===== src/rtl/hs_fifo_slice_if.sv =====
// Valid/ready link carried through the hs_fifo_slice elastic buffer.
// The upstream (tx) side uses the s_* signals and the downstream (rx) side uses the m_* signals.
// The slice takes the slave view. The surrounding logic (or a bench) takes the master view.
interface hs_fifo_slice_if #(
    parameter int DATA_W = 32
) ();
    logic [DATA_W-1:0] s_data;
    logic              s_valid;
    logic              s_ready;
    logic [DATA_W-1:0] m_data;
    logic              m_valid;
    logic              m_ready;

    modport slave (
        input  s_data,
        input  s_valid,
        input  m_ready,
        output s_ready,
        output m_data,
        output m_valid
    );

    modport master (
        output s_data,
        output s_valid,
        output m_ready,
        input  s_ready,
        input  m_data,
        input  m_valid
    );
endinterface


===== src/rtl/hs_fifo_slice.sv =====
// hs_fifo_slice: elastic valid/ready buffer between the tx producer and the rx consumer.
// s_ready is registered, so rx back-pressure never reaches tx combinationally.
// m_data is registered first-word-fall-through data: the head word is presented with m_valid one edge after it is pushed.
// An 8-bit stall watchdog raises a sticky overflow_err when tx has been blocked for more than 255 consecutive cycles.
module hs_fifo_slice #(
    parameter int DATA_W = 32,
    parameter int DEPTH  = 4,
    parameter int CNT_W  = $clog2(DEPTH + 1)
) (
    input  logic             clk,
    input  logic             rst_n,
    hs_fifo_slice_if.slave   bus,
    output logic [CNT_W-1:0] count,
    output logic             overflow_err
);

    localparam int               AW     = $clog2(DEPTH);
    localparam logic [CNT_W-1:0] FULL   = CNT_W'(DEPTH);
    localparam logic [7:0]       WD_MAX = 8'hFF;

    // Storage and pointers
    logic [DATA_W-1:0] r_mem [DEPTH];
    logic [AW-1:0]     r_wr_ptr;
    logic [AW-1:0]     r_rd_ptr;
    logic [AW-1:0]     w_rd_ptr_nxt;

    // Occupancy and registered handshake outputs
    logic [CNT_W-1:0]  r_count;
    logic [CNT_W-1:0]  w_count_nxt;
    logic              r_s_ready;
    logic              r_m_valid;
    logic [DATA_W-1:0] r_m_data;
    logic [DATA_W-1:0] w_m_data_nxt;

    // Transfer qualifiers
    logic              w_push;
    logic              w_pop;

    // Stall watchdog
    logic              w_stall;
    logic [7:0]        r_stall_cnt;
    logic              r_overflow;

    // Transfers use only registered flags on the slice side, so no path exists from m_ready to s_ready.
    assign w_push  = bus.s_valid && r_s_ready;
    assign w_pop   = r_m_valid && bus.m_ready;
    assign w_stall = bus.s_valid && !r_s_ready;

    // Read pointer after this edge. It is used to prefetch the next head word.
    assign w_rd_ptr_nxt = w_pop ? r_rd_ptr + AW'(1) : r_rd_ptr;

    // Next occupancy: push-only adds one, pop-only removes one, and both or neither leave it unchanged.
    always_comb begin
        // NOTE: every always_comb output gets a default first, so no path through the block can infer a latch.
        w_count_nxt = r_count;
        if (w_push && !w_pop) begin
            w_count_nxt = r_count + CNT_W'(1);
        end else if (!w_push && w_pop) begin
            w_count_nxt = r_count - CNT_W'(1);
        end
    end

    // Next head word. It changes only when the head is consumed or when a word lands in an empty slice.
    always_comb begin
        w_m_data_nxt = r_m_data;
        if (w_push && ((r_count == '0) || ((r_count == CNT_W'(1)) && w_pop))) begin
            // The word being pushed becomes the head. The old head, if any, leaves on this same edge.
            w_m_data_nxt = bus.s_data;
        end else if (w_pop && (w_count_nxt != '0)) begin
            // The entry behind the popped head was written on an earlier edge, so it is valid to read.
            w_m_data_nxt = r_mem[w_rd_ptr_nxt];
        end
    end

    // Storage write on push. The contents after reset are don't-care.
    always_ff @(posedge clk) begin
        // NOTE: the payload array is deliberately left out of reset. Reset clears only the pointers and count, and those alone define which entries are live.
        if (w_push) begin
            r_mem[r_wr_ptr] <= bus.s_data;
        end
    end

    // Pointers, occupancy and registered handshake outputs
    always_ff @(posedge clk or negedge rst_n) begin
        if (!rst_n) begin
            // NOTE: sequential state uses non-blocking assignments, so every register samples pre-edge values.
            r_wr_ptr  <= '0;
            r_rd_ptr  <= '0;
            r_count   <= '0;
            r_s_ready <= 1'b1;
            r_m_valid <= 1'b0;
            r_m_data  <= '0;
        end else begin
            if (w_push) begin
                r_wr_ptr <= r_wr_ptr + AW'(1);
            end
            r_rd_ptr  <= w_rd_ptr_nxt;
            r_count   <= w_count_nxt;
            r_s_ready <= (w_count_nxt != FULL);
            r_m_valid <= (w_count_nxt != '0);
            r_m_data  <= w_m_data_nxt;
        end
    end

    // Stall watchdog: count consecutive blocked cycles, saturate at 255, and set the sticky flag on the next blocked cycle
    always_ff @(posedge clk or negedge rst_n) begin
        if (!rst_n) begin
            r_stall_cnt <= '0;
            r_overflow  <= 1'b0;
        end else begin
            if (!w_stall) begin
                r_stall_cnt <= '0;
            end else if (r_stall_cnt != WD_MAX) begin
                r_stall_cnt <= r_stall_cnt + 8'd1;
            end
            if (w_stall && (r_stall_cnt == WD_MAX)) begin
                r_overflow <= 1'b1;
            end
        end
    end

    assign bus.s_ready   = r_s_ready;
    assign bus.m_valid   = r_m_valid;
    assign bus.m_data    = r_m_data;
    assign count         = r_count;
    assign overflow_err  = r_overflow;

    // Structural invariants between the occupancy and the registered flags
    a_count_bound: assert property (@(posedge clk) disable iff (!rst_n) r_count <= FULL);
    a_ready_flag:  assert property (@(posedge clk) disable iff (!rst_n) r_s_ready == (r_count != FULL));
    a_valid_flag:  assert property (@(posedge clk) disable iff (!rst_n) r_m_valid == (r_count != '0));

endmodule

===== src/flat_wrapper.sv =====
// flat-port wrapper written by rule: the top's interface ports become plain ports
module hs_fifo_slice_flat 
#(
    parameter int DATA_W = 32,
    parameter int DEPTH  = 4,
    parameter int CNT_W  = $clog2(DEPTH + 1)
)
  (clk, rst_n, count, overflow_err, bus_s_data, bus_s_valid, bus_m_ready, bus_s_ready, bus_m_data, bus_m_valid);
  hs_fifo_slice_if #(.DATA_W(DATA_W)) bus_i ();
  input  logic clk;
  input  logic rst_n;
  output logic [CNT_W-1:0] count;
  output logic overflow_err;
  input wire logic [$bits(bus_i.s_data)-1:0] bus_s_data;
  input wire logic [$bits(bus_i.s_valid)-1:0] bus_s_valid;
  input wire logic [$bits(bus_i.m_ready)-1:0] bus_m_ready;
  output wire logic [$bits(bus_i.s_ready)-1:0] bus_s_ready;
  output wire logic [$bits(bus_i.m_data)-1:0] bus_m_data;
  output wire logic [$bits(bus_i.m_valid)-1:0] bus_m_valid;
  assign bus_i.s_data = bus_s_data;
  assign bus_i.s_valid = bus_s_valid;
  assign bus_i.m_ready = bus_m_ready;
  assign bus_s_ready = bus_i.s_ready;
  assign bus_m_data = bus_i.m_data;
  assign bus_m_valid = bus_i.m_valid;
  hs_fifo_slice #(.DATA_W(DATA_W), .DEPTH(DEPTH), .CNT_W(CNT_W)) u_core (.clk(clk), .rst_n(rst_n), .bus(bus_i), .count(count), .overflow_err(overflow_err));
endmodule

===== config.mk =====
export PLATFORM = sky130hd
export DESIGN_NAME = hs_fifo_slice_flat
export DESIGN_NICKNAME = d
export VERILOG_FILES = /design/src/rtl/hs_fifo_slice_if.sv /design/src/rtl/hs_fifo_slice.sv /design/src/flat_wrapper.sv
export SDC_FILE = /design/constraint.sdc
export NUM_CORES = 1
export LEC_CHECK = 0
export CORE_MARGIN = 2
export CORE_UTILIZATION = 43
export CTS_CLUSTER_DIAMETER = 120
export DETAILED_ROUTE_END_ITERATION = 8
export PLACE_DENSITY = 0.62
export SYNTH_ARGS = -nofsm -noshare
export SYNTH_HDL_FRONTEND = slang
export SYNTH_SLANG_ARGS = --single-unit

===== constraint.sdc =====
create_clock -name clk -period 2.2 [get_ports clk]
set_clock_uncertainty 0.15 [all_clocks]
set_input_delay 0.22 -clock clk [delete_from_list [all_inputs] [get_ports clk]]
set_output_delay 0.22 -clock clk [all_outputs]
set_load 0.05 [all_outputs]

==> metrics.md <==
| Metric | Value |
|---|---|
| Most common cell after layout, fill and taps aside | edfxtp_1 |
| Worst Path Arrival | 2450 ps |
| Antenna Nets Post-Route | 0 |
| CP bufs+invs | 2 |
| Largest net degree at the start of global routing | 65 |
| Slew HR | 50.26% |
| Final layout net count | 710 |
| CTS Buf Count | 17 |
| Gate count of the mapped netlist | 563 |
| PD cells | 1464 mW/mm^2 |
| CTS tree | built |
| Fin crit period | 2285 ps |
| I/O Pins | 74 |
| Footprint of the multi-input gates | 0.003420 sq mm |
| Net Count, Synth | 608 |
| Reg clk slew, reported paths | 70 ps |
| Core Region | 0.01965 sq mm |
| Crit path kind | register to register |
| Fill count | 1622 |
| Sequential share of the synthesized area | 58.77% |
| Placed Instance Area | 0.01010 sq mm |
| Via count | 5706 |
| Hold crit path type | primary input to async pin |
| Final worst path period share | 103.9% |
| CP max stage cell | or4_4 |
| CP max FO | 5 |
| Number of clock sinks | 178 |
| CP Cell Sequence | inv_4 > ha_4 > or4_4 > o311a_4 > or2_4 > clkbuf_16 > a31o_1 |
| Min setup slack post-route | -84.93 ps |
| Max-slew violation count | 0 |
| Pre-Repair DR Iteration Count | 6 |
| Initial antenna violation count | 0 |
| DP HPWL | 12740 microns |
| DRT Wirelength | 21160 microns |
| Die height | 146 microns |
| Worst setup SP type | register |
| First-pass GRT wire length | 33190 microns |
| Family with the most delay on the worst path | simple AND/OR/NAND/NOR gates |
| Violated checks | negative setup slack |
| Finished Cell Area | 0.01085 sq mm |
| Status | complete, but fails checks |
| Primary FF master, synth | edfxtp_1 |
| Tot GR Track Use | 20.30% |
| # rows | 51 |
| Fraction of registers with async set/reset | 28.09% |
| DRC viols | 0 |
| FF+latch area | 0.005104 sq mm |
| Slew @ Worst Pin | 746.1 ps |
| Ant diodes | 0 |
| CTS H-Tree Depth | 4 |
| Initial core utilization | 44.12% |
| Commonest cells after routing, fill and taps aside | 128 x edfxtp_1, 70 x nand2_1, 70 x clkdlybuf4s50_1, 64 x mux4_2, 45 x dfrtp_1 |
| Critical Path Max Stage Delay | 470 ps |
| Proportion of layout cells with a drive suffix above 1 | 32.15% |
| Clock root buffer | clkbuf_16 |
| CP Capture Type | register |
| Req. time, crit path | 2360 ps |
| Yosys cell types | 41 |
| RSZ-0062 raised after global routing | true |
| VDD IR max | 773.5 uV |
| Peak Freq | 0.4377 GHz |
| Area growth from synthesis to layout | 25.15% |
| Maximum clock path buffer count | 2 |
| Die Area | 0.02132 sq mm |
| Seq cells post-synth | 178 |
| Mapped Area | 0.008671 sq mm |
| Hold Fails Final Rpt | 0 |
| Drt initial violations | 468 |
| Buffers on Ports | 73 |
| Total number of yosys warnings | 0 |
| Max-cap violations | 0 |
| # setup viols final | 32 |
| GP Congestion | 0.7513 |
| Setup TNS | -1921 ps |
| Clock Latency Late Sink | 420 ps |
| EDFF count, synth | 128 |
| Pleak | 3.823 nW |
| WL/cell | 22.44 microns |
| Vias in the first global route | 5968 |
| Vias per cell | 6.051 |
| DIE WIDTH | 146 microns |
| Synth Area per Inst | 15.40 sq um |
| Total gr overflow | 0 |
[cell families (layout without fill, tap and decap cells)]
kind of cell | count (synthesis) | in the layout | synth area share, %
flip-flops | 178 | 178 | 58.77
AND/OR/NAND/NOR | 137 | 137 | 7.100
multiplexers | 98 | 98 | 21.01
AO/OA/AOI/OAI | 77 | 77 | 7.547
buffers and inverters | 53 | 168 | 3.074
XOR/XNOR | 11 | 11 | 1.198
adder cells (fa/ha/maj) | 9 | 9 | 1.299
[metrics by stage]
step / setup slack, ps / utilization, % / cells / hold slack (ps) / total power [mW]
global placement: -238.7 / 51.38 / 903 / 156.3 / 12.26
detailed placement: -313.7 / 51.38 / 903 / 171.9 / 12.51
floorplan: -217.5 / - / 563 / -225.6 / 9.949
global route: -129.7 / 55.21 / 943 / 272.6 / 16.68
CTS: -58.65 / 54.84 / 942 / 254.7 / 15.79
finish: -84.93 / 55.21 / 943 / 255.7 / 15.89
[registers in the layout, indices dropped and copies added, names as in the netlist]
signal and cells:
u_core.overflow_err 1, u_core.bus.s_ready 1, u_core.r_stall_cnt 8, u_core.r_wr_ptr 2, u_core.r_rd_ptr 2, u_core.bus.m_data 32, u_core.r_mem 128, u_core.bus.m_valid 1
u_core.count 3
[worst paths after layout]
path,startpoint,endpoint,slack [ps],depth (start not counted)
setup / recovery,u_core.count[0],u_core.bus.m_data[28],-80,7
hold / removal,rst_n,u_core.bus.m_data[3],260,2
setup reg to reg,u_core.count[0],u_core.bus.m_data[28],-80,7
hold reg to reg,u_core.overflow_err,u_core.overflow_err,330,1
max in group asynchronous,rst_n,u_core.bus.s_ready,1010,3
min in group clk,bus_s_data[17],u_core.r_mem[2][17],310,1
[synth_stat cells, types with 2 or more instances]
cell	instances	area share, %
xnor2_1	8	0.81
edfxtp_1	128	44
buf_1	6	0.26
buf_6	7	0.91
o21ai_0	2	0.12
mux2i_1	2	0.23
buf_2	12	0.69
o311ai_0	32	3.2
xor2_1	2	0.20
and2_1	2	0.14
mux4_2	64	17
clkbuf_1	23	1.0
nor3_1	3	0.17
a21oi_1	4	0.23
a31oi_1	2	0.14
a31o_1	29	2.9
nand4_1	2	0.14
nand3_1	37	2.1
dfrtp_1	49	14
nor2_1	10	0.43
nand2_1	70	3.0
mux2_2	32	4.2
inv_1	5	0.22
a31o_2	3	0.30
ha_1	9	1.3
and3_1	5	0.36
[power by group]
part           total, mW  switching [mW]  internal [mW]
logic               7.88            4.27           3.61
registers           5.06           0.545           4.51
clock network       2.95            1.25           1.70
[repair_timing]
action                     4_1_cts  5_1_grt
pin swaps                        0        2
hold buffers                     1        0
setup buffers                    5        0
setup endpoints to repair       33       32
gates cloned                     1        1
gates resized for setup         28       20
hold endpoints to repair        20        0
[worst register-to-register path: cells and delay by family (launching register included)]
family / cells / cell delay, ps
AND/OR/NAND/NOR: 2 / 800
flip-flops: 1 / 440
AO/OA/AOI/OAI: 2 / 320
buffers and inverters: 2 / 260
adder cells (fa/ha/maj): 1 / 200
[area by class of cell]
| type | count | area share, % |
|---|---|---|
| multi-input combinational | 332 | 31.51 |
| clock buffer | 20 | 4.116 |
| sequential | 178 | 47.03 |
| timing repair buffer | 131 | 12.87 |
| tap | 265 | 3.055 |
| inverter | 5 | 0.1960 |
| clock inverter | 12 | 1.222 |
[per-layer routing]
layer / vias up / routed length, microns / track usage, %
met5: - / 0 / 0
met4: 0 / 245 / 5.243
met3: 18 / 1106 / 4.201
met2: 188 / 10650 / 34.36
met1: 3031 / 9157 / 26.99
li1: 2469 / - / -
Note: power is estimated with default switching activity, not from simulation.
